$ cat src/rtl/axicb_fifo_push_arbiter.sv
// Round-robin arbiter sharing one FIFO write port, with per-packet lock.
// Optional strict-priority class: define AXICB_FIFO_PUSH_ARB_PRIO_EN.
module axicb_fifo_push_arbiter #(
  parameter int N_REQ      = 4,
  parameter int DATA_WIDTH = 8,
  parameter int ID_WIDTH   = 2
) (
  input  logic                        aclk,
  input  logic                        aresetn,
  input  logic                        srst,
  input  logic [N_REQ-1:0]            req,
  input  logic [N_REQ-1:0]            last,
  input  logic [N_REQ*DATA_WIDTH-1:0] data_in,
  output logic [N_REQ-1:0]            ready,
  output logic                        fifo_push,
  output logic [DATA_WIDTH-1:0]       fifo_data,
  input  logic                        fifo_full,
  output logic                        busy,
  output logic [ID_WIDTH-1:0]         grant_id
`ifdef AXICB_FIFO_PUSH_ARB_PRIO_EN
  ,
  input  logic [N_REQ-1:0]            prio
`endif
);

  typedef enum logic {
    IDLE,
    LOCKED
  } state_t;

  state_t              state_q, state_d;
  logic [ID_WIDTH-1:0] gnt_q, gnt_d;
  logic [ID_WIDTH-1:0] ptr_q, ptr_d;
  logic [ID_WIDTH-1:0] winner;
  logic [N_REQ-1:0]    cand;
  logic                req_g;
  logic                last_g;
  int                  best;

`ifdef AXICB_FIFO_PUSH_ARB_PRIO_EN
  assign cand = (|(req & prio)) ? (req & prio) : req;
`else
  assign cand = req;
`endif

  // Smallest rotated distance from ptr+1 wins.
  always_comb begin
    winner = '0;
    best   = N_REQ;
    for (int i = 0; i < N_REQ; i++) begin
      if (cand[i] &&
          ((i + N_REQ - int'(ptr_q) - 1) % N_REQ) < best) begin
        best   = (i + N_REQ - int'(ptr_q) - 1) % N_REQ;
        winner = ID_WIDTH'(i);
      end
    end
  end

  always_comb begin
    req_g     = 1'b0;
    last_g    = 1'b0;
    fifo_data = '0;
    for (int i = 0; i < N_REQ; i++) begin
      if (gnt_q == ID_WIDTH'(i)) begin
        req_g     = req[i];
        last_g    = last[i];
        fifo_data = data_in[i*DATA_WIDTH +: DATA_WIDTH];
      end
    end
  end

  always_comb begin
    state_d   = state_q;
    gnt_d     = gnt_q;
    ptr_d     = ptr_q;
    ready     = '0;
    fifo_push = 1'b0;
    unique case (state_q)
      IDLE: begin
        if (|cand) begin
          gnt_d   = winner;
          state_d = LOCKED;
        end
      end
      LOCKED: begin
        for (int i = 0; i < N_REQ; i++) begin
          ready[i] = (gnt_q == ID_WIDTH'(i)) & ~fifo_full;
        end
        fifo_push = req_g & ~fifo_full;
        if (fifo_push && last_g) begin
          ptr_d   = gnt_q;
          state_d = IDLE;
        end
      end
      default: state_d = IDLE;
    endcase
  end

  always_ff @(posedge aclk or negedge aresetn) begin
    if (!aresetn) begin
      state_q <= IDLE;
      gnt_q   <= '0;
      ptr_q   <= ID_WIDTH'(N_REQ - 1);
    end else if (srst) begin
      state_q <= IDLE;
      gnt_q   <= '0;
      ptr_q   <= ID_WIDTH'(N_REQ - 1);
    end else begin
      state_q <= state_d;
      gnt_q   <= gnt_d;
      ptr_q   <= ptr_d;
    end
  end

  assign busy     = (state_q == LOCKED);
  assign grant_id = gnt_q;

endmodule

$ cat config.mk
export PLATFORM = sky130hd
export DESIGN_NAME = axicb_fifo_push_arbiter
export DESIGN_NICKNAME = d
export VERILOG_FILES = /design/src/rtl/axicb_fifo_push_arbiter.sv
export SDC_FILE = /design/constraint.sdc
export NUM_CORES = 1
export LEC_CHECK = 0
export ABC_AREA = 1
export BUFFER_PORTS_ARGS = -buffer_cell sky130_fd_sc_hd__buf_2
export CAP_MARGIN = 30
export CELL_PAD_IN_SITES_DETAIL_PLACEMENT = 0
export CELL_PAD_IN_SITES_GLOBAL_PLACEMENT = 1
export CORE_MARGIN = 2
export CORE_UTILIZATION = 24
export DETAILED_ROUTE_END_ITERATION = 10
export GPL_TIMING_DRIVEN = 0
export PLACE_DENSITY_LB_ADDON = 0.1
export SETUP_SLACK_MARGIN = 0.02
export SLEW_MARGIN = 20
export SYNTH_ARGS = -nofsm -noshare
export SYNTH_HDL_FRONTEND = slang
export SYNTH_SLANG_ARGS = --single-unit
export TNS_END_PERCENT = 100
$ cat constraint.sdc
create_clock -name aclk -period 3.53 [get_ports aclk]
set_input_delay 0.5295 -clock aclk [delete_from_list [all_inputs] [get_ports aclk]]
set_output_delay 0.5295 -clock aclk [all_outputs]
set_load 0.02 [all_outputs]
# Word-level counts from Yosys, hierarchy flattened

Cells that the tools add are included.

Bits in registers: 5
Input bits: 44

Mux-type cells: 30
Equal/unequal tests: 4
Order comparisons: 4
Reductions and logical operators: 16
$add $sub $neg: 8
Bitwise logic cells: 11

Operators with widths:

| operator            | number |
|---|---|
| $lt 3x32->1         | 3 |
| $mux 32             | 3 |
| $mux 8              | 4 |
| $sub 4x2->5 const B | 4 |
| $mux 2              | 8 |
| $sub 3x2->4 const A | 4 |
| $mux 1              | 13 |
| $and 1x1->1         | 9 |
| $reduce_or 2->1     | 4 |
| $reduce_bool 2->1   | 3 |
| $logic_and 1x1->1   | 5 |
| $eq 2x2->1 const B  | 2 |
| $lt 3x4->1 const B  | 1 |
| $mux 4              | 1 |
| $reduce_and 2->1    | 2 |
| $reduce_or 4->1     | 1 |
| $eq 2x1->1 const B  | 1 |
| $logic_not 2->1     | 1 |
| $ne 2x2->1 const B  | 1 |
| $not 1->1           | 2 |
| $pmux 1 s2          | 1 |

# Longest topological paths before layout

Gate-level depths: netlist of the first run.

Word-level depth: 19
Gate-level depth with buffers: 31

# Least setup slack after synthesis of the first run

OpenSTA, ideal clock, no wires.

Path type: register to register
Start: reg ptr_q[0]
End: reg gnt_q[1], in the netlist grant_id[1]
Cell stages (with the launch flop): 27
Period minus slack after synthesis: 3486 ps
Buffers on the path: 0
Slack: 44 ps
Data arrival time: 3369 ps
Data required time: 3413 ps
Path through: dfstp_2 -> inv_2 -> ha_1 -> nor3_1 -> ha_1 -> a21boi_1 -> nand2_1 -> inv_1 -> nor2_1 -> a22oi_1 -> ha_1 -> nand2_1 -> nand2_1 -> nand2_1 -> nand2_1 -> nand2_2 -> nand2_4 -> nand2_1 -> o21ai_0 -> ha_1 -> nand2_1 -> nand2_1 -> nand2_1 -> nand2_2 -> nand2_1 -> nand2_1 -> nand2_1

Cells in the longest elaborated chain, start to end: 19
Elaborated cells between the ends (all ways): 32
Classes of those cells: 8 x add/sub; 4 x order compare; 8 x mux; 4 x bitwise; 8 x reduce/logical

RTL lines:

| what                      | RTL line | source |
|---|---|---|
| start: declaration        | 33       | `logic [ID_WIDTH-1:0] ptr_q, ptr_d;` |
| start signal: assignment  | 103      | `ptr_q <= ID_WIDTH'(N_REQ - 1);` |
| start signal: assignment  | 107      | `ptr_q <= ID_WIDTH'(N_REQ - 1);` |
| start signal: assignment  | 111      | `ptr_q <= ptr_d;` |
| $sub 3x2->4               | 52, 53   |  |
| $sub 4x2->5               | 52, 53   |  |
| $reduce_or 2->1 (no line) | -        |  |
| $and 1x1->1 (no line)     | -        |  |
| $lt 3x4->1                | 52       | `((i + N_REQ - int'(ptr_q) - 1) % N_REQ) < best) begin` |
| $logic_and 1x1->1         | 51       | `if (cand[i] &&` |
| $mux 32                   | 51       |  |
| $lt 3x32->1               | 52       |  |
| [3 not listed]            | -        |  |
| $logic_and 1x1->1         | 51       |  |
| $mux 32                   | 51       |  |
| $lt 3x32->1               | 52       |  |
| $logic_and 1x1->1         | 51       |  |
| $mux 2 (*)                | 51       |  |
| $mux 2 (*)                | 80       | `if (\|cand) begin` |
| $mux 2 (*)                | 78       | `unique case (state_q)` |
| $mux 2 (*)                | 104      | `end else if (srst) begin` |
| end signal: assignment    | 110      | `gnt_q <= gnt_d;` |
| end: declaration          | 32       | `logic [ID_WIDTH-1:0] gnt_q, gnt_d;` |

Mark *: on every way between the ends. The rest lies on a longest branch, timed or not. The select of a mux whose other input is x is not followed.
A chain may end at the register's enable or synchronous reset.

# Final worst setup path of the first run

Start: reg ptr_q[0]
End: reg gnt_q[0], in the netlist grant_id[0]

The elaborated chain is that of the path after synthesis.

==> impl_metrics.env, run 1 <==
export IMPL_worst_skew_pair_late_latency_ps=220
export IMPL_criticalPathCategory="register to register"
export IMPL_gp_congestion=0.762
export IMPL_async_flop_share=1.00
export IMPL_grt_pass1_vias=1086
export IMPL_diodes=0
export IMPL_setup_slack_ps=76.2
export IMPL_wire_per_inst_um=11.2
export IMPL_ys_warn_count=0
export IMPL_synthCells=153
export IMPL_synthTopCellsByCount="60 x nand2_1, 20 x inv_1, 11 x ha_1"
export IMPL_io_pins=60
export IMPL_numClockSinks=5
export IMPL_dieHeight_um=65.4
export IMPL_portBuffers=59
export IMPL_setup_viol=0
export IMPL_grt_max_degree=11
export IMPL_cts_buffers=3
export IMPL_initialDrtViolationCount=25
export IMPL_outcome="complete, no violations"
export IMPL_report_final_slew_viol_count=0
export IMPL_path_common_cell="nand2_1"
export IMPL_path_clk_slew_ps=30
export IMPL_yosys_top_cells_area="nand2_1 25%, ha_1 15%, dfrtp_1 8.3%"
export IMPL_dr_pass1_iters=4
export IMPL_r2r_start="ptr_q[0]"
export IMPL_synth_largest_area_cell="nand2_1"
export IMPL_grt_usage=0.143
export IMPL_grt_pass1_wl_um=4750
export IMPL_reg2reg_slack_ps=80
export IMPL_syn_to_final_growth_pct=64.2
export IMPL_holdWs_ps=114
export IMPL_finalHoldViolations=0
export IMPL_crit_path_max_fanout=5
export IMPL_syn_area_um2=906
export IMPL_cts_root_buf="clkbuf_8"
export IMPL_worst_setup_path_end_kind="register"
export IMPL_max_vdd_ir_drop_uv=315
export IMPL_syn_avg_cell_area_um2=5.92
export IMPL_num_vias=1262
export IMPL_cts_buffer_depth=2
export IMPL_antenna_found_initial=0
export IMPL_start_util=0.249
export IMPL_synth_top_area_frac=0.249
export IMPL_cp_data_arrival_time_ps=3560
export IMPL_core_um2=3630
export IMPL_p_per_area_nw_per_um2=548
export IMPL_nets=286
export IMPL_cp_slowest_cell="dfstp_2"
export IMPL_synth_nets=208
export IMPL_h_tree_depth=1
export IMPL_fin_util=0.409
export IMPL_fmax_ghz=0.290
export IMPL_post_route_period_util=0.978
export IMPL_leakagePower_uw=0.000827
export IMPL_drc=0
export IMPL_synthMostInstantiatedCell="nand2_1"
export IMPL_ys_seq_elements=5
export IMPL_die_area_um2=4280
export IMPL_startpoint_type="register"
export IMPL_synthDistinctLibCells=30
export IMPL_worstPathRequired_ps=3630
export IMPL_maxCapViolCount=0
export IMPL_fin_worst_skew_ps=1.07
export IMPL_hold_class="input pin to asynchronous set/reset pin"
export IMPL_routed_wl_um=3100
export IMPL_synth_flop_cell="dfrtp_1"
export IMPL_rows=22
export IMPL_cp_slowest_stage_delay_ps=560
export IMPL_cts_tree="built"
export IMPL_die_w_um=65.4
export IMPL_gr_total_overflow=0
export IMPL_drive_gt1_frac=0.457
export IMPL_synth_edf_count=0
export IMPL_vias_per_cell=4.54
export IMPL_hpwlAfterDp_um=2400
export IMPL_seq_area_frac_synth=0.141
export IMPL_pre_cts_ws_ps=-498
export IMPL_drtAntennaViolNets=0
export IMPL_rr_endpoint="grant_id[0]"
export IMPL_r2r_worst_path_cells=28
export IMPL_finalCriticalPeriod_ps=3450
export IMPL_rsz0062_at_grt="yes"
[where the power goes]
part | internal [uW] | switching, uW
sequential | 74.4 | 17.0
clock | 77.4 | 26.8
combinational | 259 | 360
total | 411 | 404
[cell type report]
type                    count  area [um^2]
plain buffers               2         15.0
clock buffers               4         45.0
fillers                   430         2150
inverters                  23         93.8
multi-input cells         123          746
flip-flops and latches      5          128
well taps                  48         60.1
repair buffers             73          400
[stage by stage]
step / area [um^2] / instances / TNS (ps) / total power, uW
finish: 1490 / 278 / 0 / 815
detailed placement: 1260 / 260 / -982 / 586
CTS: 1370 / 267 / 0 / 737
global placement: 1260 / 260 / -1050 / 578
floorplan: 906 / 153 / 0 / 443
global route: 1490 / 278 / -442 / 903
[state kept, by name, summed over array words and instances, names as in the netlist]
register,cells
ptr_q,2
busy,1
grant_id,2
[worst max-delay path, delay by kind of cell, from the launching register on]
kind            cells  cell delay [ps]
simple gates       20             1460
fa+ha+maj           4              980
flops               1              560
compound gates      2              220
buf+inv             2              140
[logic make-up after synthesis]
| kind of cell | synth area share |
|---|---|
| fa+ha+maj | 0.152 |
| buf+inv | 0.112 |
| simple gates | 0.436 |
| compound gates | 0.145 |
| flops | 0.141 |
| xor+xnor | 0.00967 |
| other cells | 0.00414 |
[cell usage in the layout (no fill, tap or decap)]
cell type   n
conb_1      1
clkbuf_1    2
nor2_1      7
inv_4       3
nand2_4     1
xnor2_1     1
o41ai_2     1
nor3_1      2
o21ai_0     5
buf_2      59
o21ai_1     2
ha_1        8
or2_1       1
a21boi_2    1
nand2_1    56
clkbuf_8    3
nor4_1      1
ha_4        2
nor2_4      2
nand4_1     8
a221oi_1    1
nor3_4      1
o21ai_2     1
nand2_2     6
nor2_2      2
dfstp_2     2
buf_6       1
o21a_1      1
o22ai_1     1
dfrtp_1     3
a21oi_1     3
a22oi_2     1
inv_2       4
buf_4      14
nand3_1     3
ha_2        1
o211ai_1    3
inv_1      16
[routing by layer]
| metal | vias to the layer above | part of all wire | GRT usage |
|---|---|---|---|
| met5 | - | 0 | 0 |
| met4 | 0 | 0.036 | 0.0859 |
| met3 | 11 | 0.035 | 0.0171 |
| met2 | 34 | 0.48 | 0.223 |
| met1 | 569 | 0.45 | 0.187 |
| li1 | 648 | - | - |
[how the worst max path moves through the flow]
| stage | from | to | cells past startpoint |
|---|---|---|---|
| 6_report | ptr_q[0] | grant_id[0] | 28 |
| 5_1_grt | ptr_q[1] | grant_id[0] | 28 |
| 4_1_cts | ptr_q[1] | grant_id[1] | 31 |
| 3_5_place_dp | ptr_q[0] | grant_id[1] | 26 |
| 3_3_place_gp | ptr_q[0] | grant_id[1] | 27 |
| 2_1_floorplan | ptr_q[0] | grant_id[1] | 26 |
[timing repair]
| item | in CTS | in global routing |
|---|---|---|
| hold buffers | 0 | 0 |
| setup buffers | 3 | 11 |
| pin swaps | 5 | 13 |
| gates resized for setup | 12 | 12 |
| cloned | 0 | 0 |
| setup endpoints to repair | 2 | 2 |
Power figures use the tool's default switching activity.
==> run 2, diff against run 1 <==
--- a/config.mk
+++ b/config.mk
@@ -10,7 +10,7 @@
 export CAP_MARGIN = 30
 export CELL_PAD_IN_SITES_DETAIL_PLACEMENT = 0
 export CELL_PAD_IN_SITES_GLOBAL_PLACEMENT = 1
-export CORE_MARGIN = 2
+export CORE_MARGIN = 4
 export CORE_UTILIZATION = 24
 export DETAILED_ROUTE_END_ITERATION = 10
 export GPL_TIMING_DRIVEN = 0
==> constraint.sdc (replaced) <==
create_clock -name aclk -period 3.53 [get_ports aclk]
set_input_delay 0.5295 -clock aclk [delete_from_list [all_inputs] [get_ports aclk]]
set_output_delay 0.5295 -clock aclk [all_outputs]
set_load 0.05 [all_outputs]
==> run 2 against run 1 <==
Compared with the run above: hold slack improved by 2.7 ps; clock power hardly changed; cell count rose by 0.36%; largest power group unchanged; combinational power grew 17%; sequential cell count unchanged; critical path type unchanged; clock skew rose by 1.8 ps; non-clock buffer count up 1.
==> impl_metrics.env, run 2 (synthesized netlist as in run 1, its figures left out) <==
export IMPL_cp_data_arrival_time_ps=3440
export IMPL_start_util=0.247
export IMPL_cts_buffer_depth=2
export IMPL_cts_tree="built"
export IMPL_setup_viol=0
export IMPL_fin_worst_skew_ps=2.91
export IMPL_antenna_found_initial=0
export IMPL_path_common_cell="nand2_1"
export IMPL_cp_slowest_stage_delay_ps=560
export IMPL_report_final_slew_viol_count=0
export IMPL_hpwlAfterDp_um=2560
export IMPL_worst_setup_path_end_kind="register"
export IMPL_finalInstanceArea_um2=1510
export IMPL_fmax_ghz=0.300
export IMPL_initialDrtViolationCount=30
export IMPL_criticalPathCategory="register to register"
export IMPL_holdWs_ps=117
export IMPL_wire_per_inst_um=11.4
export IMPL_cts_root_buf="clkbuf_8"
export IMPL_portBuffers=59
export IMPL_grtUsageMet1=0.158
export IMPL_gp_congestion=0.809
export IMPL_path_clk_slew_ps=40
export IMPL_startpoint_type="register"
export IMPL_vias_per_cell=4.45
export IMPL_diodes=0
export IMPL_rows=22
export IMPL_p_per_area_nw_per_um2=611
export IMPL_drive_gt1_frac=0.459
export IMPL_finalSetupTns_ps=0
export IMPL_finalPower_uw=921
export IMPL_grt_max_degree=11
export IMPL_core_um2=3660
export IMPL_finalCriticalPeriod_ps=3330
export IMPL_post_route_period_util=0.944
export IMPL_die_w_um=69.4
export IMPL_drc=0
export IMPL_leakagePower_uw=0.000836
export IMPL_grt_usage=0.125
export IMPL_finalHoldViolations=0
export IMPL_cp_slowest_cell="dfstp_2"
export IMPL_outcome="complete, no violations"
export IMPL_syn_to_final_growth_pct=66.3
export IMPL_maxCapViolCount=0
export IMPL_grt_pass1_vias=1146
export IMPL_crit_path_max_fanout=5
export IMPL_worstPathRequired_ps=3630
export IMPL_h_tree_depth=1
export IMPL_routed_wl_um=3170
export IMPL_io_pins=60
export IMPL_placed_cell_area_um2=1260
export IMPL_use_met2=0.220
export IMPL_drtAntennaViolNets=0
export IMPL_cts_buffers=3
export IMPL_hold_class="input pin to asynchronous set/reset pin"
export IMPL_grt_use_met3=0.0319
export IMPL_dr_pass1_iters=4
export IMPL_nets=287
export IMPL_num_vias=1242
export IMPL_worst_skew_pair_late_latency_ps=220
export IMPL_die_area_um2=4820
export IMPL_most_common_layout_cells="59 x buf_2, 57 x nand2_1, 16 x inv_1"
export IMPL_numClockSinks=5
export IMPL_top_usage_layer="met2"
export IMPL_max_vdd_ir_drop_uv=287
export IMPL_grt_pass1_wl_um=5180
export IMPL_dieHeight_um=69.4
export IMPL_gr_total_overflow=0
export IMPL_layout_commonest_cell="buf_2"
export IMPL_rsz0062_at_grt="yes"
run 2: cell types whose count changed in the layout (fill, tap and decap cells not counted):
cell / previous run / this run
o21ai_1: 2 / 1
ha_2: 1 / 0
nand2_1: 56 / 57
buf_4: 14 / 15
nand2_2: 6 / 5
o21ai_2: 1 / 2
ha_4: 2 / 3
run 2: routing by layer:
metal  wire length [um]  vias up  part of all wire
met3                221        0             0.070
li1                   -      653                 -
met1               1440      550              0.45
met5                  0        -                 0
met4                  0        0                 0
met2               1510       39              0.48
run 2: worst max-delay path: cells and delay by family (launching register included):
family | cells | cell delay (ps)
simple gates | 20 | 1370
compound gates | 2 | 190
fa+ha+maj | 4 | 960
flops | 1 | 560
buf+inv | 2 | 150
run 2: final cells by class:
cell class	count	area [um^2]
sequential	5	128
inverter	23	93.8
multi-input combinational	123	757
buffer	2	15.0
timing repair buffer	74	408
fill	389	2150
clock buffer	4	45.0
tap	48	60.1
run 2: final timing paths:
path                          start           to  slack (ps)  cells after the start
max                        ptr_q[0]  grant_id[1]         200                     28
min                         aresetn  grant_id[1]         120                      1
max reg2reg                ptr_q[0]  grant_id[1]         200                     28
min reg2reg                    busy         busy         570                      2
max in group asynchronous   aresetn     ptr_q[1]        3200                      1
min in group aclk              busy         busy         570                      2
run 2: what timing repair did:
item                                    CTS  global route
cloned                                    0             0
endpoints found under the setup margin    2             2
buffers inserted                          3            12
pin swaps                                 4            13
hold buffers                              0             0
resized for setup                        11            13
run 2: where the power goes:
group	switching [uW]	leakage (uW)	total (uW)	internal [uW]
logic	468	0.000753	727	259
clock network	25.9	0.0000228	103	77.4
registers	16.0	0.0000596	90.4	74.4
total	510	0.000836	921	411
run 2: metrics by stage:
| step | utilization | worst slack, ps | std cells |
|---|---|---|---|
| 6_report | 0.411 | 198 | 279 |
| 5_1_grt | 0.411 | -77.3 | 279 |
| 4_1_cts | 0.370 | 23.0 | 267 |
| 3_5_place_dp | 0.344 | -487 | 260 |
| 3_3_place_gp | 0.344 | -486 | 260 |
| 2_1_floorplan | - | 41.1 | 153 |
==> run 3, diff against run 2 <==
--- a/config.mk
+++ b/config.mk
@@ -6,16 +6,16 @@
 export NUM_CORES = 1
 export LEC_CHECK = 0
 export ABC_AREA = 1
-export BUFFER_PORTS_ARGS = -buffer_cell sky130_fd_sc_hd__buf_2
 export CAP_MARGIN = 30
 export CELL_PAD_IN_SITES_DETAIL_PLACEMENT = 0
 export CELL_PAD_IN_SITES_GLOBAL_PLACEMENT = 1
 export CORE_MARGIN = 4
-export CORE_UTILIZATION = 24
+export CORE_UTILIZATION = 35
 export DETAILED_ROUTE_END_ITERATION = 10
+export DONT_BUFFER_PORTS = 1
 export GPL_TIMING_DRIVEN = 0
 export PLACE_DENSITY_LB_ADDON = 0.1
-export SETUP_SLACK_MARGIN = 0.02
+export SETUP_SLACK_MARGIN = 0.4
 export SLEW_MARGIN = 20
 export SYNTH_ARGS = -nofsm -noshare
 export SYNTH_HDL_FRONTEND = slang
==> run 3 against run 2 <==
Compared with the run above: worst setup slack improved by 3.6 ps; first-iteration DRC count fell by 53%; critical path depth did not move; via count fell by 18%; die area fell by 28%; sequential power rose by 31%; hold slack improved by 16 ps; fmax rose by 0.11%; cell area fell by 23%; clock power fell by 37%; power fell by 16%; critical path type unchanged; largest power group unchanged; highest routed layer is now met4.
==> impl_metrics.env, run 3 (synthesized netlist as in run 1, its figures left out) <==
export IMPL_grt_max_degree=11
export IMPL_worst_skew_pair_late_latency_ps=240
export IMPL_syn_to_final_growth_pct=28.2
export IMPL_swShare=0.625
export IMPL_post_route_period_util=0.943
export IMPL_rows=18
export IMPL_num_vias=1014
export IMPL_gp_congestion=0.813
export IMPL_slew_headroom=0.386
export IMPL_setup_viol=0
export IMPL_crit_path_max_fanout=4
export IMPL_die_area_um2=3470
export IMPL_stdcell_count=196
export IMPL_cp_slowest_cell="dfstp_2"
export IMPL_p_per_area_nw_per_um2=664
export IMPL_nets=222
export IMPL_finalSetupTns_ps=0
export IMPL_drive_gt1_frac=0.253
export IMPL_internal_power_uw=289
export IMPL_hpwlAfterDp_um=2110
export IMPL_die_w_um=58.9
export IMPL_tightest_slew_ps=917
export IMPL_vias_per_cell=5.17
export IMPL_core_um2=2480
export IMPL_criticalPathCategory="register to register"
export IMPL_cts_buffers=3
export IMPL_grt_pass1_vias=954
export IMPL_rsz0062_at_grt="yes"
export IMPL_max_vdd_ir_drop_uv=425
export IMPL_dr_pass1_iters=4
export IMPL_path_clk_slew_ps=40
export IMPL_cts_tree="built"
export IMPL_pwr_share_comb=0.762
export IMPL_layout_commonest_cell="nand2_1"
export IMPL_clkPwrFrac=0.085
export IMPL_io_pins=60
export IMPL_grt_usage=0.150
export IMPL_leakagePower_uw=0.000564
export IMPL_numClockSinks=5
export IMPL_report_final_slew_viol_count=0
export IMPL_most_common_layout_cells="58 x nand2_1, 16 x inv_1, 8 x nand4_1, 8 x buf_4, 7 x ha_1"
export IMPL_r2r_start="ptr_q[0]"
export IMPL_cts_root_buf="clkbuf_4"
export IMPL_finalInstanceArea_um2=1160
export IMPL_cts_buffer_depth=2
export IMPL_rr_endpoint="grant_id[0]"
export IMPL_startpoint_type="register"
export IMPL_diodes=0
export IMPL_routed_wl_um=2630
export IMPL_h_tree_depth=1
export IMPL_gr_total_overflow=0
export IMPL_hold_class="input pin to asynchronous set/reset pin"
export IMPL_drtAntennaViolNets=0
export IMPL_finalCriticalPeriod_ps=3330
export IMPL_fmax_ghz=0.300
export IMPL_reg2reg_slack_ps=200
export IMPL_wire_per_inst_um=13.4
export IMPL_p_switching_uw=482
export IMPL_outcome="complete, no violations"
export IMPL_worstPathRequired_ps=3660
export IMPL_fin_worst_skew_ps=3.58
export IMPL_grt_pass1_wl_um=4110
export IMPL_p_seq_frac=0.153
export IMPL_start_util=0.366
export IMPL_antenna_found_initial=0
export IMPL_initialDrtViolationCount=14
export IMPL_maxCapViolCount=0
export IMPL_drc=0
export IMPL_placed_cell_area_um2=1010
export IMPL_worst_setup_path_end_kind="register"
export IMPL_cp_slowest_stage_delay_ps=580
export IMPL_path_common_cell="nand2_1"
export IMPL_r2r_worst_path_cells=28
export IMPL_portBuffers=0
export IMPL_dpl_cell_count=183
export IMPL_dieHeight_um=58.9
export IMPL_cp_data_arrival_time_ps=3460
export IMPL_finalHoldViolations=0
-- run 3: repair_timing --
| item | CTS | global route |
|---|---|---|
| hold endpoints to repair | 3 | 0 |
| pin swaps | 8 | 8 |
| resized for setup | 7 | 6 |
| hold buffers | 1 | 0 |
| endpoints found under the setup margin | 2 | 6 |
| buffers inserted | 7 | 1 |
-- run 3: stage by stage --
step / power, uW / util / worst slack (ps) / hold WS, ps
after CTS: 767 / 0.459 / 147 / 127
after floorplan: 582 / - / 355 / 234
after global placement: 644 / 0.401 / -42.1 / 234
after detailed placement: 657 / 0.407 / -60.2 / 234
after global routing: 855 / 0.469 / -216 / 120
final: 771 / 0.469 / 201 / 133
-- run 3: layer usage --
layer | GRT usage | up-vias | wire length, um
met3 | 0.0351 | 4 | 209
met2 | 0.259 | 32 | 1290
met4 | 0.0388 | 0 | 29
li1 | - | 520 | -
met5 | 0 | - | 0
met1 | 0.186 | 458 | 1100
-- run 3: critical path: cells and delay by family (launching register included) --
family | cells | cell delay, ps
compound gates | 2 | 230
flops | 1 | 580
buf+inv | 2 | 120
fa+ha+maj | 4 | 930
simple gates | 20 | 1360
-- run 3: worst max path at each step --
stage | depth (start not counted) | end | start
floorplan | 28 | grant_id[0] | ptr_q[0]
global placement | 27 | grant_id[1] | ptr_q[0]
detailed placement | 26 | grant_id[0] | ptr_q[0]
CTS | 28 | grant_id[0] | ptr_q[0]
global route | 28 | grant_id[0] | ptr_q[0]
finish | 28 | grant_id[0] | ptr_q[0]
-- run 3: area by class of cell --
| class | count | area (um^2) |
|---|---|---|
| tap | 30 | 37.5 |
| multi-input combinational | 123 | 791 |
| buffer | 2 | 15.0 |
| fill | 268 | 1320 |
| inverter | 23 | 93.8 |
| timing repair buffer | 9 | 70.1 |
| clock buffer | 4 | 26.3 |
| sequential | 5 | 128 |
-- run 3: power by group through the flow --
stage / sequential [uW] / combinational (uW) / clock [uW]
after floorplan: 117 / 466 / 0
after global placement: 121 / 523 / 0
after detailed placement: 121 / 536 / 0
after CTS: 118 / 581 / 68.0
after global routing: 121 / 662 / 71.5
final: 118 / 588 / 65.2
